<file path="src/rtl/async_traffic_gen_if.sv">
// Injection-port bundle between a traffic source (master) and a router (slave).
interface async_traffic_gen_if #(
  parameter int FLIT_W = 32
) ();
  logic [FLIT_W-1:0] tx_data;
  logic              tx_valid;
  logic              tx_ready;
  logic              tx_head;
  logic              tx_tail;

  modport master (output tx_data, output tx_valid, output tx_head, output tx_tail, input tx_ready);
  modport slave  (input tx_data, input tx_valid, input tx_head, input tx_tail, output tx_ready);
endinterface

</file>
<file path="src/rtl/async_traffic_gen.sv">
// Per-node LFSR-driven packet source for the async NoC bench.
// Define TRAFFIC_STATS_EN to add the stall_count/drop_count outputs.
module async_traffic_gen #(
  parameter int          NODE_ID   = 0,
  parameter int          NUM_NODES = 9,
  parameter int          DEST_BITS = 4,
  parameter int          FLIT_W    = 32,
  parameter int          PKT_FLITS = 4,
  parameter int          RATE      = 32,
  parameter logic [15:0] SEED      = 16'hACE1
) (
  input  logic                clk,
  input  logic                reset,
  input  logic                send,
  async_traffic_gen_if.master tx,
  output logic [15:0]         pkt_count,
  output logic                busy
`ifdef TRAFFIC_STATS_EN
  ,
  output logic [15:0]         stall_count,
  output logic [15:0]         drop_count
`endif
);

  localparam logic [1:0] S_IDLE = 2'd0;
  localparam logic [1:0] S_HEAD = 2'd1;
  localparam logic [1:0] S_BODY = 2'd2;

  localparam logic [15:0] SEED_EFF = (SEED == 16'h0000) ? 16'hACE1 : SEED;
  localparam logic [15:0] LAST_IDX = 16'(PKT_FLITS - 1);

  logic [1:0]           r_state;
  logic [15:0]          r_lfsr;
  logic [15:0]          r_idx;
  logic [15:0]          r_seq;
  logic [15:0]          r_pkt_count;
  logic [DEST_BITS-1:0] r_dest;

  logic [15:0]          w_lfsr_next;
  logic [DEST_BITS-1:0] w_dest;
  logic                 w_inject;
  logic                 w_dest_ok;
  logic                 w_draw;
  logic                 w_fire;

  assign w_lfsr_next = {1'b0, r_lfsr[15:1]} ^ (r_lfsr[0] ? 16'hB400 : 16'h0000);
  assign w_inject    = ({1'b0, r_lfsr[7:0]} < 9'(RATE));
  assign w_dest      = r_lfsr[8 +: DEST_BITS];
  assign w_dest_ok   = (32'(w_dest) < 32'(NUM_NODES)) && (32'(w_dest) != 32'(NODE_ID));
  assign w_draw      = (r_state == S_IDLE) && send && w_inject && w_dest_ok;
  assign w_fire      = tx.tx_valid && tx.tx_ready;

  assign pkt_count = r_pkt_count;
  assign busy      = (r_state != S_IDLE);

  // Flit fields are decoded from registered state so they stay stable under backpressure.
  always_comb begin
    tx.tx_valid = 1'b0;
    tx.tx_head  = 1'b0;
    tx.tx_tail  = 1'b0;
    tx.tx_data  = '0;
    case (r_state)
      S_HEAD: begin
        tx.tx_valid                          = 1'b1;
        tx.tx_head                           = 1'b1;
        tx.tx_tail                           = (PKT_FLITS == 1);
        tx.tx_data[DEST_BITS-1:0]            = r_dest;
        tx.tx_data[DEST_BITS +: DEST_BITS]   = DEST_BITS'(NODE_ID);
        tx.tx_data[2*DEST_BITS +: 16]        = r_seq;
      end
      S_BODY: begin
        tx.tx_valid         = 1'b1;
        tx.tx_tail          = (r_idx == LAST_IDX);
        tx.tx_data[15:0]    = r_idx;
        tx.tx_data[31:16]   = r_seq;
      end
      default: ;
    endcase
  end

  always_ff @(posedge clk or posedge reset) begin
    if (reset) begin
      r_state     <= S_IDLE;
      r_lfsr      <= SEED_EFF;
      r_idx       <= '0;
      r_seq       <= '0;
      r_dest      <= '0;
      r_pkt_count <= '0;
    end else begin
      r_lfsr <= w_lfsr_next;
      case (r_state)
        S_IDLE: begin
          if (w_draw) begin
            r_state <= S_HEAD;
            r_dest  <= w_dest;
            r_seq   <= r_pkt_count;
            r_idx   <= '0;
          end
        end
        S_HEAD: begin
          if (w_fire) begin
            if (PKT_FLITS == 1) begin
              r_state <= S_IDLE;
            end else begin
              r_state <= S_BODY;
              r_idx   <= 16'd1;
            end
          end
        end
        S_BODY: begin
          if (w_fire) begin
            r_idx <= r_idx + 16'd1;
            if (r_idx == LAST_IDX) r_state <= S_IDLE;
          end
        end
        default: r_state <= S_IDLE;
      endcase
      if (w_fire && tx.tx_tail && (r_pkt_count != 16'hFFFF)) r_pkt_count <= r_pkt_count + 16'd1;
    end
  end

`ifdef TRAFFIC_STATS_EN
  logic [15:0] r_stall_count;
  logic [15:0] r_drop_count;

  assign stall_count = r_stall_count;
  assign drop_count  = r_drop_count;

  always_ff @(posedge clk or posedge reset) begin
    if (reset) begin
      r_stall_count <= '0;
      r_drop_count  <= '0;
    end else begin
      if (tx.tx_valid && !tx.tx_ready && (r_stall_count != 16'hFFFF))
        r_stall_count <= r_stall_count + 16'd1;
      if ((r_state == S_IDLE) && send && w_inject && !w_dest_ok && (r_drop_count != 16'hFFFF))
        r_drop_count <= r_drop_count + 16'd1;
    end
  end
`endif

endmodule

</file>
<file path="src/flat_wrapper.sv">
// flat-port wrapper written by rule: the top's interface ports become plain ports
module async_traffic_gen_flat 
#(
  parameter int          NODE_ID   = 0,
  parameter int          NUM_NODES = 9,
  parameter int          DEST_BITS = 4,
  parameter int          FLIT_W    = 32,
  parameter int          PKT_FLITS = 4,
  parameter int          RATE      = 32,
  parameter logic [15:0] SEED      = 16'hACE1
)
  (clk, reset, send, pkt_count, busy, tx_tx_data, tx_tx_valid, tx_tx_head, tx_tx_tail, tx_tx_ready);
  async_traffic_gen_if #(.FLIT_W(FLIT_W)) tx_i ();
  input  logic clk;
  input  logic reset;
  input  logic send;
  output logic [15:0] pkt_count;
  output logic busy;
  output wire logic [$bits(tx_i.tx_data)-1:0] tx_tx_data;
  output wire logic [$bits(tx_i.tx_valid)-1:0] tx_tx_valid;
  output wire logic [$bits(tx_i.tx_head)-1:0] tx_tx_head;
  output wire logic [$bits(tx_i.tx_tail)-1:0] tx_tx_tail;
  input wire logic [$bits(tx_i.tx_ready)-1:0] tx_tx_ready;
  assign tx_tx_data = tx_i.tx_data;
  assign tx_tx_valid = tx_i.tx_valid;
  assign tx_tx_head = tx_i.tx_head;
  assign tx_tx_tail = tx_i.tx_tail;
  assign tx_i.tx_ready = tx_tx_ready;
  async_traffic_gen #(.NODE_ID(NODE_ID), .NUM_NODES(NUM_NODES), .DEST_BITS(DEST_BITS), .FLIT_W(FLIT_W), .PKT_FLITS(PKT_FLITS), .RATE(RATE), .SEED(SEED)) u_core (.clk(clk), .reset(reset), .send(send), .tx(tx_i), .pkt_count(pkt_count), .busy(busy));
endmodule
</file>
<file path="config.mk">
export PLATFORM = sky130hd
export DESIGN_NAME = async_traffic_gen_flat
export DESIGN_NICKNAME = d
export VERILOG_FILES = /design/src/rtl/async_traffic_gen_if.sv /design/src/rtl/async_traffic_gen.sv /design/src/flat_wrapper.sv
export SDC_FILE = /design/constraint.sdc
export NUM_CORES = 1
export LEC_CHECK = 0
export BUFFER_PORTS_ARGS = -buffer_cell sky130_fd_sc_hd__buf_4
export CORE_ASPECT_RATIO = 0.6
export CORE_MARGIN = 5
export CORE_UTILIZATION = 45
export DETAILED_ROUTE_END_ITERATION = 8
export PLACE_DENSITY = 0.7
export REMOVE_ABC_BUFFERS = 1
export SLEW_MARGIN = 20
export SYNTH_ARGS = -nofsm -noshare
export SYNTH_HDL_FRONTEND = slang
export SYNTH_SLANG_ARGS = --single-unit
</file>
<file path="constraint.sdc">
create_clock -name clk -period 2.3 [get_ports clk]
set_input_delay 0.115 -clock clk [delete_from_list [all_inputs] [get_ports clk]]
set_output_delay 0.115 -clock clk [all_outputs]
set_load 0.02 [all_outputs]
</file>
# [After elaboration in Yosys (flattened, before gate mapping)]
# Cells that the tools add are included.
[op_classes] addsub=2 n_mul=0 div_mod_pow=0 n_lt_le_gt_ge=2 eq_ne=8 n_shift=0 n_mux=15 bitwise_logic=1 reduce_logical=15
[op_table] cell="2-to-1 mux 16 bit" count=4
[op_table] cell="case mux 16 bit (3 select lines)" count=1
[op_table] cell="case mux 24 bit (2 select lines)" count=1
[op_table] cell="adder 16 x 1 -> 16 bit, second input constant" count=2
[op_table] cell="== test 16 x 2 -> 1 bit, second input constant" count=1
[op_table] cell="inequality test 16 bit, second input constant" count=1
[op_table] cell="XOR 15 x 16 -> 16 bit" count=1
[op_table] cell="less-than comparator 8 x 6 -> 1 bit, second input constant" count=1
[op_table] cell="2-to-1 mux 2 bit" count=4
[op_table] cell="2-to-1 mux 8 bit" count=1
[op_table] cell="inequality test 2 x 1 -> 1 bit, second input constant" count=4
[op_table] cell="AND reduction 4 bit" count=2
[op_table] cell="logical AND 1 bit" count=7
[op_table] cell="case mux 2 bit (3 select lines)" count=1
[op_table] cell="less-than comparator 4 bit, second input constant" count=1
[op_table] cell="nonzero test 4 bit" count=1
[op_table] cell="2-to-1 mux 1 bit" count=3
[op_table] cell="nonzero test 3 bit" count=1
[op_table] cell="== test 2 x 1 -> 1 bit, second input constant" count=1
[op_table] cell="== test 2 bit, second input constant" count=1
[op_table] cell="logical NOT 2 bit" count=1
[op_table] cell="AND reduction 2 bit" count=1
[op_table] cell="nonzero test 2 bit" count=1
[op_table] cell="OR reduction 2 bit" count=1
[word_totals] ff_bits=70 latchBits=0 ram_bits=0 romBits=0 out_inout_bits=52 elab_cells=49 mem_count=0

# [Logic depth before layout (Yosys ltp)]
# Gate-level depths: netlist of the first run.
[depth] depth_word=6 ltp_mapped=9 depth_no_buf=7

# [Worst setup path after synthesis of the first run]
# No wires, ideal clock.
[synth_path] path_kind="register to register" start="register u_core.r_state[0]" end="register u_core.r_pkt_count[1] (netlist: u_core.pkt_count[1])" t_arrival_ps=2082 required_time_ps=2175 slack_ps=94 path_stages_with_launch=8 cell_sequence="dfrtp_1 > inv_1 > ha_1 > and2_1 > clkbuf_2 > nand2_1 > a311oi_4 > mux2_2"
[synth_via] elab_chain_cells=6 elab_cells_between_ends=8 cone_classes="eq/ne (2); mux (2); reduce/logical (4)"
[synth_lines] element="start: declaration" line="async_traffic_gen.sv:32" source="logic [1:0] r_state;"
[synth_lines] element="start signal: assignment" line="async_traffic_gen.sv:83" source="r_state <= S_IDLE;"
[synth_lines] element="start signal: assignment" line="async_traffic_gen.sv:94" source="r_state <= S_HEAD;"
[synth_lines] element="start signal: assignment" line="async_traffic_gen.sv:103" source="r_state <= S_IDLE;"
[synth_lines] element="== test 2 x 1 -> 1 bit / == test 2 bit (equally long branches)" line="async_traffic_gen.sv:62" source="case (r_state)"
[synth_lines] element="OR reduction 2 bit (no line) *"
[synth_lines] element="2-to-1 mux 1 bit *" line="async_traffic_gen.sv:62"
[synth_lines] element="net tx_tx_valid" line="flat_wrapper.sv:20" source="output wire logic [$bits(tx_i.tx_valid)-1:0] tx_tx_valid;"
[synth_lines] element="logical AND 1 bit *" line="async_traffic_gen.sv:51" source="assign w_fire = tx.tx_valid && tx.tx_ready;"
[synth_lines] element="logical AND 1 bit * (2 in a row)" line="async_traffic_gen.sv:118" source="if (w_fire && tx.tx_tail && (r_pkt_count != 16'hFFFF)) r_pkt_count <= r_pkt_count + 16'd1;"
[synth_lines] element="end signal: assignment" line="async_traffic_gen.sv:118"
[synth_lines] element="end: declaration" line="async_traffic_gen.sv:36" source="logic [15:0] r_pkt_count;"
# The timed path passes the listed nets; every way through them passes the cells marked *.
# A chain may end at the register's enable or synchronous reset.

# [Worst setup path in the final report of the first run]
[layout_path] start="register u_core.r_state[0]" end="output tx_tx_data[14]"
[layout_via] elab_chain_cells=2 elab_cells_between_ends=3 cone_classes="eq/ne (2); mux (1)"
[layout_lines] element="== test 2 bit / == test 2 x 1 -> 1 bit (equally long branches)" line="async_traffic_gen.sv:62"
[layout_lines] element="case mux 24 bit (2 select lines) *" line="async_traffic_gen.sv:62"
[layout_lines] element="end: declaration" line="flat_wrapper.sv:19" source="output wire logic [$bits(tx_i.tx_data)-1:0] tx_tx_data;"
# Every way passes the cells marked *; elsewhere a longest branch is shown, timed or not.

==> out/results.tsv, run 1 <==
stage	metric	value	unit
power_and_ir_drop	comb_power_share	0.014	
synth	synth-simple-area-share	0.159	
clock_network	h-tree-depth	3	
synth	synth_top_cells_by_count	dfrtp_1 (62), mux2_2 (23), a22o_1 (19), nor2_1 (18), o21ai_0 (17)	
clock_network	cts_tree	yes	
detailed_routing	post_drt_via_cell_ratio	5.57	
synth	synth-xor-area-share	0.0413	
timing	timing.hold.ws	0.240	ns
placement	post-place-ws	0.0983	ns
placement	dp.final_hpwl	6280	um
critical_path	startpoint_type	flop	
layout	seq_area	1760	um2
detailed_routing	wl_per_cell	18.3	um
timing	worstMarginPinSlew	0.623	ns
global_route	gr-total-overflow	0	
synth	syn_area_per_cell	11.4	um2
timing	finalMaxSlewViolations	0	
power_and_ir_drop	p_sw	540	uW
synth	muxShareOfSynthArea	0.0792	
clock_network	clock_latency	0.34	ns
clock_network	cts_buffers	9	
synth	netlist_top_cells_area	dfrtp_1 (46%), mux2_2 (7.6%), dfstp_2 (6.2%)	
synth	synth_flop_cell	dfrtp_1	
clock_network	clock-sinks	70	
synth	synthAdderAreaFrac	0.0295	
synth	ys_warn_count	0	
synth	ys_types	40	
synth	synth_top_family_by_area	simple AND/OR/NAND/NOR gates	
die	die-area	9440	um2
synth	yosys.area.top_type	dfrtp_1	
critical_path	endpoint_kind	output port	
detailed_routing	first_iter_violations	216	
timing	rsz0062_at_grt	false	
clock_network	clock-root-buffer	clkbuf_16	
timing	finClkSkew	0.00384	ns
power_and_ir_drop	p_leak	0.00209	uW
layout	num_antenna_cells	0	
synth	syn_area	3390	um2
synth	synth_edf_count	0	
synth	ys_ff_latch	70	
critical_path	critPathKind	reg -> out	
placement	dp_cells	457	
power_and_ir_drop	power_density	620	nW/um2
placement	io_buffers	55	
power_and_ir_drop	vdd_ir_drop_max	0.557	mV
timing	maxSlewHeadroom	0.581	
clock_network	clockBufferDepth	2	
timing	hold_viol_final	0	
timing	fin_ws	0.0977	ns
power_and_ir_drop	p_int	2140	uW
die	die_y	77.3	um
detailed_routing	drc	0	
timing	fmax	454	MHz
global_route	grt_max_degree	30	
power_and_ir_drop	swShare	0.202	
global_route	grt_usage	0.197	
global_route	antenna_found_initial	0	
global_route	grt_pass1_wl	14300	um
layout	multiInputGateArea	1530	um2
run_status	status	finished, final reports clean	
detailed_routing	drt-total-wl	8710	um
synth	yosysTopAreaCellShare	0.457	
die	core-area	7300	um2
critical_path	cp_data_arrival_time	2.09	ns
detailed_routing	first_pass_iters	5	
clock_network	cts.clk_slew.worst_paths	0.05	ns
die	die_w	122	um
detailed_routing	final_antenna_net_count	0	
timing	finalSetupViolCount	0	
synth	yosysMostFrequentCell	dfrtp_1	
synth	synth_async_sr_flop_share	1.00	
layout	layoutNonFillerInstCount	475	
power_and_ir_drop	clock_power_share	0.526	
timing	min_period	2.20	ns
timing	period_share	0.958	
synth	seq_area_frac_synth	0.519	
die	io_pins	56	
critical_path	crit_path_max_fanout	19	
die	start_util	0.465	
layout	fill_cells	604	
power_and_ir_drop	power_frac_seq	0.460	
global_route	grt_pass1_vias	2616	
timing	tns	0	ns
synth	syn_inst	298	
layout	post-route-util	0.592	
min_path	min_path_type	in -> reg	
flow_run	cap_violations	0	
layout	syn2layout_area_growth	27.3	%
detailed_routing	vias	2646	
layout	nets	378	
placement	gp_congestion	0.850	
die	row_count	24	
critical_path	crit_required	2.18	ns
layout	layout-drive-gt1-share	0.348	
synth	synth-compound-area-share	0.137	
-- kinds of logic after synthesis --
logic type | Yosys count
DFF | 70
and+or+nand+nor | 95
AOI/OAI and AO/OA | 62
xor gates and xnor gates | 16
buffers and inverters | 23
adders and majority gates | 8
muxes | 24
-- placed cells by master (no fill, tap or decap), types with 3 or more instances in the layout --
cell type and n:
buf_4 70, dfrtp_1 62, mux2_2 23, a22o_1 19
nor2_1 18, o21ai_0 17, nand3_1 16, nand2_1 14
and2_1 11, xnor2_1 11, o31ai_1 10, and3_1 10
clkbuf_16 9, nand4_1 8, a31oi_1 8, ha_1 8
dfstp_2 8, inv_1 6, xor2_1 5, and4_1 3
nor3_1 3
-- final cells by class --
class	instances	share of cell area
timing repair buffer	73	0.133
sequential	70	0.408
tap	104	0.0301
clock inverter	3	0.00984
clock buffer	13	0.0602
multi-input combinational	205	0.353
inverter	7	0.00608
-- path summary, 6_finish.rpt --
path	to	slack [ns]	cells after the start	from
hold / removal	u_core.pkt_count[7]	0.24	4	tx_tx_ready
setup / recovery	tx_tx_data[14]	0.1	6	u_core.r_state[0]
min in group asynchronous	u_core.r_state[0]	0.42	3	reset
max in group asynchronous	u_core.pkt_count[5]	1.24	4	reset
hold reg to reg	u_core.r_lfsr[11]	0.35	0	u_core.r_lfsr[12]
setup reg to reg	u_core.pkt_count[3]	0.18	8	u_core.r_state[0]
-- flip-flops by register name (all words and copies together) (netlist names) --
register          cells
u_core.pkt_count     16
u_core.r_dest         4
u_core.r_idx         16
u_core.r_lfsr        16
u_core.r_seq         16
u_core.r_state        2
-- power by group through the flow --
stage	Sequential, uW	Combinational (uW)	Clock [uW]
6_report	1230	36.5	1410
5_1_grt	1230	42.8	1490
2_1_floorplan	1250	18.7	0
3_5_place_dp	1250	37.2	0
3_3_place_gp	1250	36.5	0
4_1_cts	1230	38.5	1430
-- layer usage --
metal | wire [um] | vias up | GRT usage
li1 | - | 1232 | -
met1 | 4380 | 1316 | 0.299
met2 | 3600 | 85 | 0.262
met3 | 591 | 13 | 0.0603
met4 | 135 | 0 | 0.0715
met5 | 0 | - | 0
-- worst max-delay path, stage by stage (launching register included) --
cell,delay (ns)
dfrtp_1,0.41
inv_1,0.11
ha_1,0.35
and2_1,0.21
buf_4,0.22
a22o_1,0.28
buf_4,0.17
-- metrics by stage --
step / total power, uW / area, um2
after CTS: 2700 / 4300
after global routing: 2760 / 4320
after detailed placement: 1290 / 3990
after global placement: 1290 / 3990
after floorplan: 1270 / 3300
final: 2680 / 4320
-- what timing repair did --
action / in CTS / in global routing
pin swaps: 0 / 1
hold buffers: 1 / 0
buffers inserted: 0 / 1
hold endpoints to repair: 21 / 0
gates resized for setup: 1 / 2
endpoints found under the setup margin: 20 / 10
Power figures use the tool's default switching activity.
==> inputs of run 2 (changes only) <==
- CORE_MARGIN: 5 -> default
==> out/results.tsv, run 2 (same netlist as run 1, synthesis figures left out) <==
stage	metric	value	unit	change
layout	post-route-util	0.593		+0.000726
timing	fin_ws	0.147	ns	+0.0497 ns
critical_path	worstSetupStartpoint	u_core.r_state[0]		
timing	period_share	0.936		-0.0216
timing	maxSlewHeadroom	0.555		-0.0265
layout	layout-drive-gt1-share	0.358		+0.0106
timing	finClkSkew	0.00720	ns	+0.00337 ns
timing	fmax	465	MHz	+2.3%
detailed_routing	drt-total-wl	8390	um	-3.6%
flow_run	cap_violations	0		unchanged
critical_path	endpoint_kind	flop		
critical_path	rrSetupSlack	0.15	ns	-0.03 ns
detailed_routing	wl_per_cell	17.6	um	-4.2%
clock_network	clock-sinks	70		unchanged
detailed_routing	drc	0		unchanged
power_and_ir_drop	p_leak	0.00209	uW	-0.23%
layout	num_antenna_cells	0		unchanged
layout	final_common_cell	buf_4		
die	row_count	24		unchanged
layout	nets	381		+0.79%
placement	io_buffers	55		unchanged
global_route	grt_max_degree	41		+37%
critical_path	crit_path_max_fanout	6		-13
timing	finalSetupViolCount	0		unchanged
power_and_ir_drop	power_density	585	nW/um2	-5.6%
global_route	grt_pass1_wl	13600	um	-5.3%
placement	post-place-ws	0.0742	ns	-0.0241 ns
die	die_w	114	um	-6.6%
clock_network	clock-root-buffer	clkbuf_16		
global_route	gr-total-overflow	0		unchanged
detailed_routing	first_pass_iters	4		-1
detailed_routing	post_drt_via_cell_ratio	5.53		-0.67%
clock_network	h-tree-depth	3		unchanged
critical_path	critPathKind	reg -> reg		
placement	dp.final_hpwl	5930	um	-5.6%
global_route	antenna_found_initial	0		unchanged
clock_network	cts.clk_slew.worst_paths	0.06	ns	about the same
global_route	grt_usage	0.233		+0.0359
power_and_ir_drop	vdd_ir_drop_max	0.456	mV	-18%
timing	hold_viol_final	0		unchanged
die	die_y	69.3	um	-10%
min_path	min_path_type	in -> reg		
die	start_util	0.467		+0.00192
clock_network	cts_buffers	9		unchanged
critical_path	crit_required	2.53	ns	+0.35 ns
run_status	status	finished, final reports clean		
layout	final_cell_mix	buf_4 (74), dfrtp_1 (62), mux2_2 (23)		
timing	rsz0062_at_grt	false		
min_path	min_from	tx_tx_ready		
power_and_ir_drop	total_power	2520	uW	-5.8%
die	die-area	7910	um2	-16%
timing	worstMarginPinSlew	0.663	ns	+0.0395 ns
critical_path	reg2reg_from	u_core.r_state[0]		
detailed_routing	first_iter_violations	200		-7.4%
timing	finalMaxSlewViolations	0		unchanged
clock_network	cts_tree	yes		
critical_path	startpoint_type	flop		
detailed_routing	vias	2645		-0.038%
placement	gp_congestion	0.887		+4.4%
global_route	grt_pass1_vias	2472		-5.5%
die	io_pins	56		unchanged
clock_network	clockBufferDepth	2		unchanged
die	core-area	7270	um2	-0.41%
detailed_routing	final_antenna_net_count	0		unchanged
layout	syn2layout_area_growth	27.0	%	
critical_path	cp_data_arrival_time	2.38	ns	+0.29 ns
clock_network	clock_latency	0.34	ns	about the same
layout	fill_cells	625		+3.5%
timing	min_period	2.15	ns	-0.0497 ns
==> run 2: cell type report <==
type,instances,area (um2),area share
Clock buffer,10,229,0.0531
Clock inverter,6,38.8,0.00900
Inverter,7,26.3,0.00610
Multi-Input combinational cell,205,1540,0.357
Sequential cell,70,1760,0.409
Tap cell,104,130,0.0302
Timing Repair Buffer,76,586,0.136
==> run 2: report_power, final <==
group | switching (uW) | internal [uW]
registers | 0 | 1230
clock network | 532 | 725
logic | 26.2 | 7.37
==> run 2: repair_timing <==
item | CTS | global route
cloned | 0 | 0
setup buffers | 0 | 2
hold buffers | 1 | 0
endpoints found under the hold margin | 62 | 0
pin swaps | 0 | 1
setup endpoints to repair | 20 | 11
resized for setup | 1 | 4
==> run 2: final timing paths <==
| path | end | depth (start not counted) |
|---|---|---|
| hold reg to reg | u_core.r_lfsr[11] | 0 |
| max in group asynchronous | u_core.r_lfsr[15] | 4 |
| hold / removal | u_core.pkt_count[7] | 4 |
| setup / recovery | u_core.r_idx[11] | 8 |
| setup reg to reg | u_core.r_idx[11] | 8 |
| min in group asynchronous | u_core.pkt_count[14] | 4 |
==> run 2: per-stage QoR <==
stage / setup TNS [ns] / cells / instance area (um2) / hold slack (ns)
global placement: 0 / 459 / 3990 / 0.223
finish: 0 / 478 / 4310 / 0.257
detailed placement: 0 / 459 / 3990 / 0.233
floorplan: -4.25 / 282 / 3300 / 0.331
CTS: 0 / 476 / 4270 / 0.248
global route: 0 / 478 / 4310 / 0.295
==> run 2: layer usage <==
metal | track usage | vias up | wire length [um]
met3 | 0.0787 | 14 | 534
met2 | 0.306 | 84 | 3510
met1 | 0.353 | 1310 | 4210
li1 | - | 1237 | -
met4 | 0.0837 | 0 | 140
met5 | 0 | - | 0
==> run 2: critical path, stage by stage (launching register included) <==
cell	delay, ns
dfrtp_1	0.41
inv_1	0.11
ha_1	0.35
and2_4	0.18
nand2_1	0.12
nor2_1	0.17
nand2_1	0.21
buf_4	0.23
o31ai_1	0.26
==> inputs of run 3 (changes only) <==
- CTS_CLUSTER_SIZE: default -> 14
- PLACE_DENSITY: 0.7 -> 0.63
==> out/results.tsv, run 3 (same netlist as run 1, synthesis figures left out) <==
stage	metric	value	unit	change
run_status	status	finished, final reports clean		
timing	worstMarginPinSlew	0.658	ns	-0.00476 ns
global_route	grt_max_degree	28		-32%
detailed_routing	final_antenna_net_count	0		unchanged
critical_path	reg2reg_from	u_core.r_state[1]		
placement	dp.final_hpwl	5970	um	+0.78%
die	die-area	7910	um2	unchanged
placement	io_buffers	55		unchanged
timing	min_period	2.20	ns	+0.0452 ns
layout	stdcell_area	4320	um2	+0.26%
flow_run	cap_violations	0		unchanged
detailed_routing	drc	0		unchanged
clock_network	clockBufferDepth	2		unchanged
timing	fin_ws	0.102	ns	-0.0452 ns
layout	layout-drive-gt1-share	0.353		-0.00535
clock_network	clock-root-buffer	clkbuf_16		
timing	period_share	0.956		+0.0196
critical_path	critPathKind	reg -> out		
die	core-area	7270	um2	unchanged
layout	multiInputGateArea	1520	um2	-1.5%
global_route	grt_usage	0.227		-0.00606
placement	gp_congestion	0.818		-7.8%
layout	final_common_cell	buf_4		
critical_path	crit_required	2.18	ns	-0.35 ns
timing	finalSetupViolCount	0		unchanged
timing	finalMaxSlewViolations	0		unchanged
die	start_util	0.467		unchanged
layout	syn2layout_area_growth	27.3	%	
global_route	gr-total-overflow	0		unchanged
critical_path	crit_path_max_fanout	16		+10
layout	final_cell_mix	buf_4 (74), dfrtp_1 (62), mux2_2 (23)		
layout	num_antenna_cells	0		unchanged
critical_path	r2r_cells	8		unchanged
die	io_pins	56		unchanged
global_route	grt_pass1_wl	13500	um	-0.41%
min_path	min_from	tx_tx_ready		
detailed_routing	vias	2611		-1.3%
critical_path	startpoint_type	flop		
clock_network	cts_buffers	9		unchanged
die	die_w	114	um	unchanged
min_path	min_path_type	in -> reg		
clock_network	cts.clk_slew.worst_paths	0.06	ns	about the same
detailed_routing	drt-total-wl	8270	um	-1.4%
critical_path	rrSetupSlack	0.15	ns	about the same
min_path	holdPathStages	4		unchanged
layout	fill_cells	619		-0.96%
global_route	grt_pass1_vias	2448		-0.97%
layout	nets	381		unchanged
timing	rsz0062_at_grt	false		
placement	dpl-instance-area	3990	um2	-0.13%
critical_path	rr_endpoint	u_core.r_idx[11]		
detailed_routing	first_iter_violations	128		-36%
clock_network	cts_tree	yes		
min_path	hold_path_end	u_core.pkt_count[7]		
timing	fmax	455	MHz	-2.1%
critical_path	endpoint_kind	output port		
detailed_routing	wl_per_cell	17.3	um	-1.4%
detailed_routing	first_pass_iters	4		unchanged
critical_path	cp_data_arrival_time	2.08	ns	-0.30 ns
power_and_ir_drop	vdd_ir_drop_max	0.385	mV	-16%
detailed_routing	post_drt_via_cell_ratio	5.46		-1.3%
global_route	antenna_found_initial	0		unchanged
clock_network	clock-sinks	70		unchanged
power_and_ir_drop	power_density	620	nW/um2	+5.9%
timing	maxSlewHeadroom	0.558		+0.00320
die	die_y	69.3	um	unchanged
placement	post-place-ws	0.124	ns	+0.0496 ns
die	row_count	24		unchanged
clock_network	h-tree-depth	3		unchanged
clock_network	clock_latency	0.33	ns	about the same
timing	finClkSkew	0.00759	ns	+0.000387 ns
timing	hold_viol_final	0		unchanged
layout	seq_area	1760	um2	unchanged
power_and_ir_drop	p_leak	0.00210	uW	+0.59%
==> run 3: what timing repair did <==
| action | 4_1_cts | 5_1_grt |
|---|---|---|
| buffers inserted | 0 | 1 |
| pin swaps | 0 | 1 |
| resized for setup | 1 | 1 |
| setup endpoints to repair | 1 | 21 |
| hold endpoints to repair | 23 | 0 |
| hold buffers | 1 | 0 |
==> run 3: worst max-delay path, cell delays in order (launching register included) <==
cell and delay (ns):
dfrtp_1 0.40, inv_1 0.11, ha_1 0.30, buf_4 0.17, and2_2 0.22, buf_6 0.18
a22o_2 0.22, buf_4 0.15
==> run 3: how the worst max path moves through the flow <==
stage,startpoint,endpoint,slack (ns),cells past startpoint
after CTS,u_core.r_state[0],tx_tx_data[13],0.05,7
final,u_core.r_state[1],tx_tx_data[13],0.10,7
after detailed placement,u_core.r_idx[0],u_core.pkt_count[3],0.12,7
after global routing,u_core.r_state[1],u_core.r_idx[11],0.004,8
after floorplan,u_core.r_state[0],u_core.pkt_count[1],-0.28,6
after global placement,u_core.r_idx[0],u_core.pkt_count[4],0.23,7
==> run 3: routing by layer <==
layer / global-route usage / up-vias / share of wire
met2: 0.288 / 77 / 0.40
met4: 0.0563 / 0 / 0.0021
met1: 0.373 / 1297 / 0.53
met5: 0 / - / 0
li1: - / 1235 / -
met3: 0.0603 / 2 / 0.063
==> run 3: metrics by stage <==
| step | std cells | hold slack, ns | utilization | TNS, ns | total power [uW] |
|---|---|---|---|---|---|
| 2_1_floorplan | 282 | 0.331 | - | -4.25 | 1270 |
| 3_3_place_gp | 460 | 0.206 | 0.549 | 0 | 1290 |
| 3_5_place_dp | 460 | 0.211 | 0.549 | 0 | 1290 |
| 4_1_cts | 477 | 0.259 | 0.593 | 0 | 2700 |
| 5_1_grt | 478 | 0.268 | 0.595 | 0 | 2770 |
| 6_report | 478 | 0.267 | 0.595 | 0 | 2680 |
==> run 3: cell type report <==
| class | count | area share |
|---|---|---|
| clock inverters | 4 | 0.0127 |
| flip-flops and latches | 70 | 0.408 |
| well taps | 104 | 0.0301 |
| inverters | 7 | 0.00608 |
| repair buffers | 76 | 0.133 |
| clock buffers | 12 | 0.0594 |
| multi-input cells | 205 | 0.351 |
==> run 3: where the power goes <==
part           internal [uW]  leakage (uW)  switching, uW
registers               1230      0.000944              0
logic                   7.27       0.00101           25.9
clock network            902      0.000149            511
total                   2140       0.00210            537
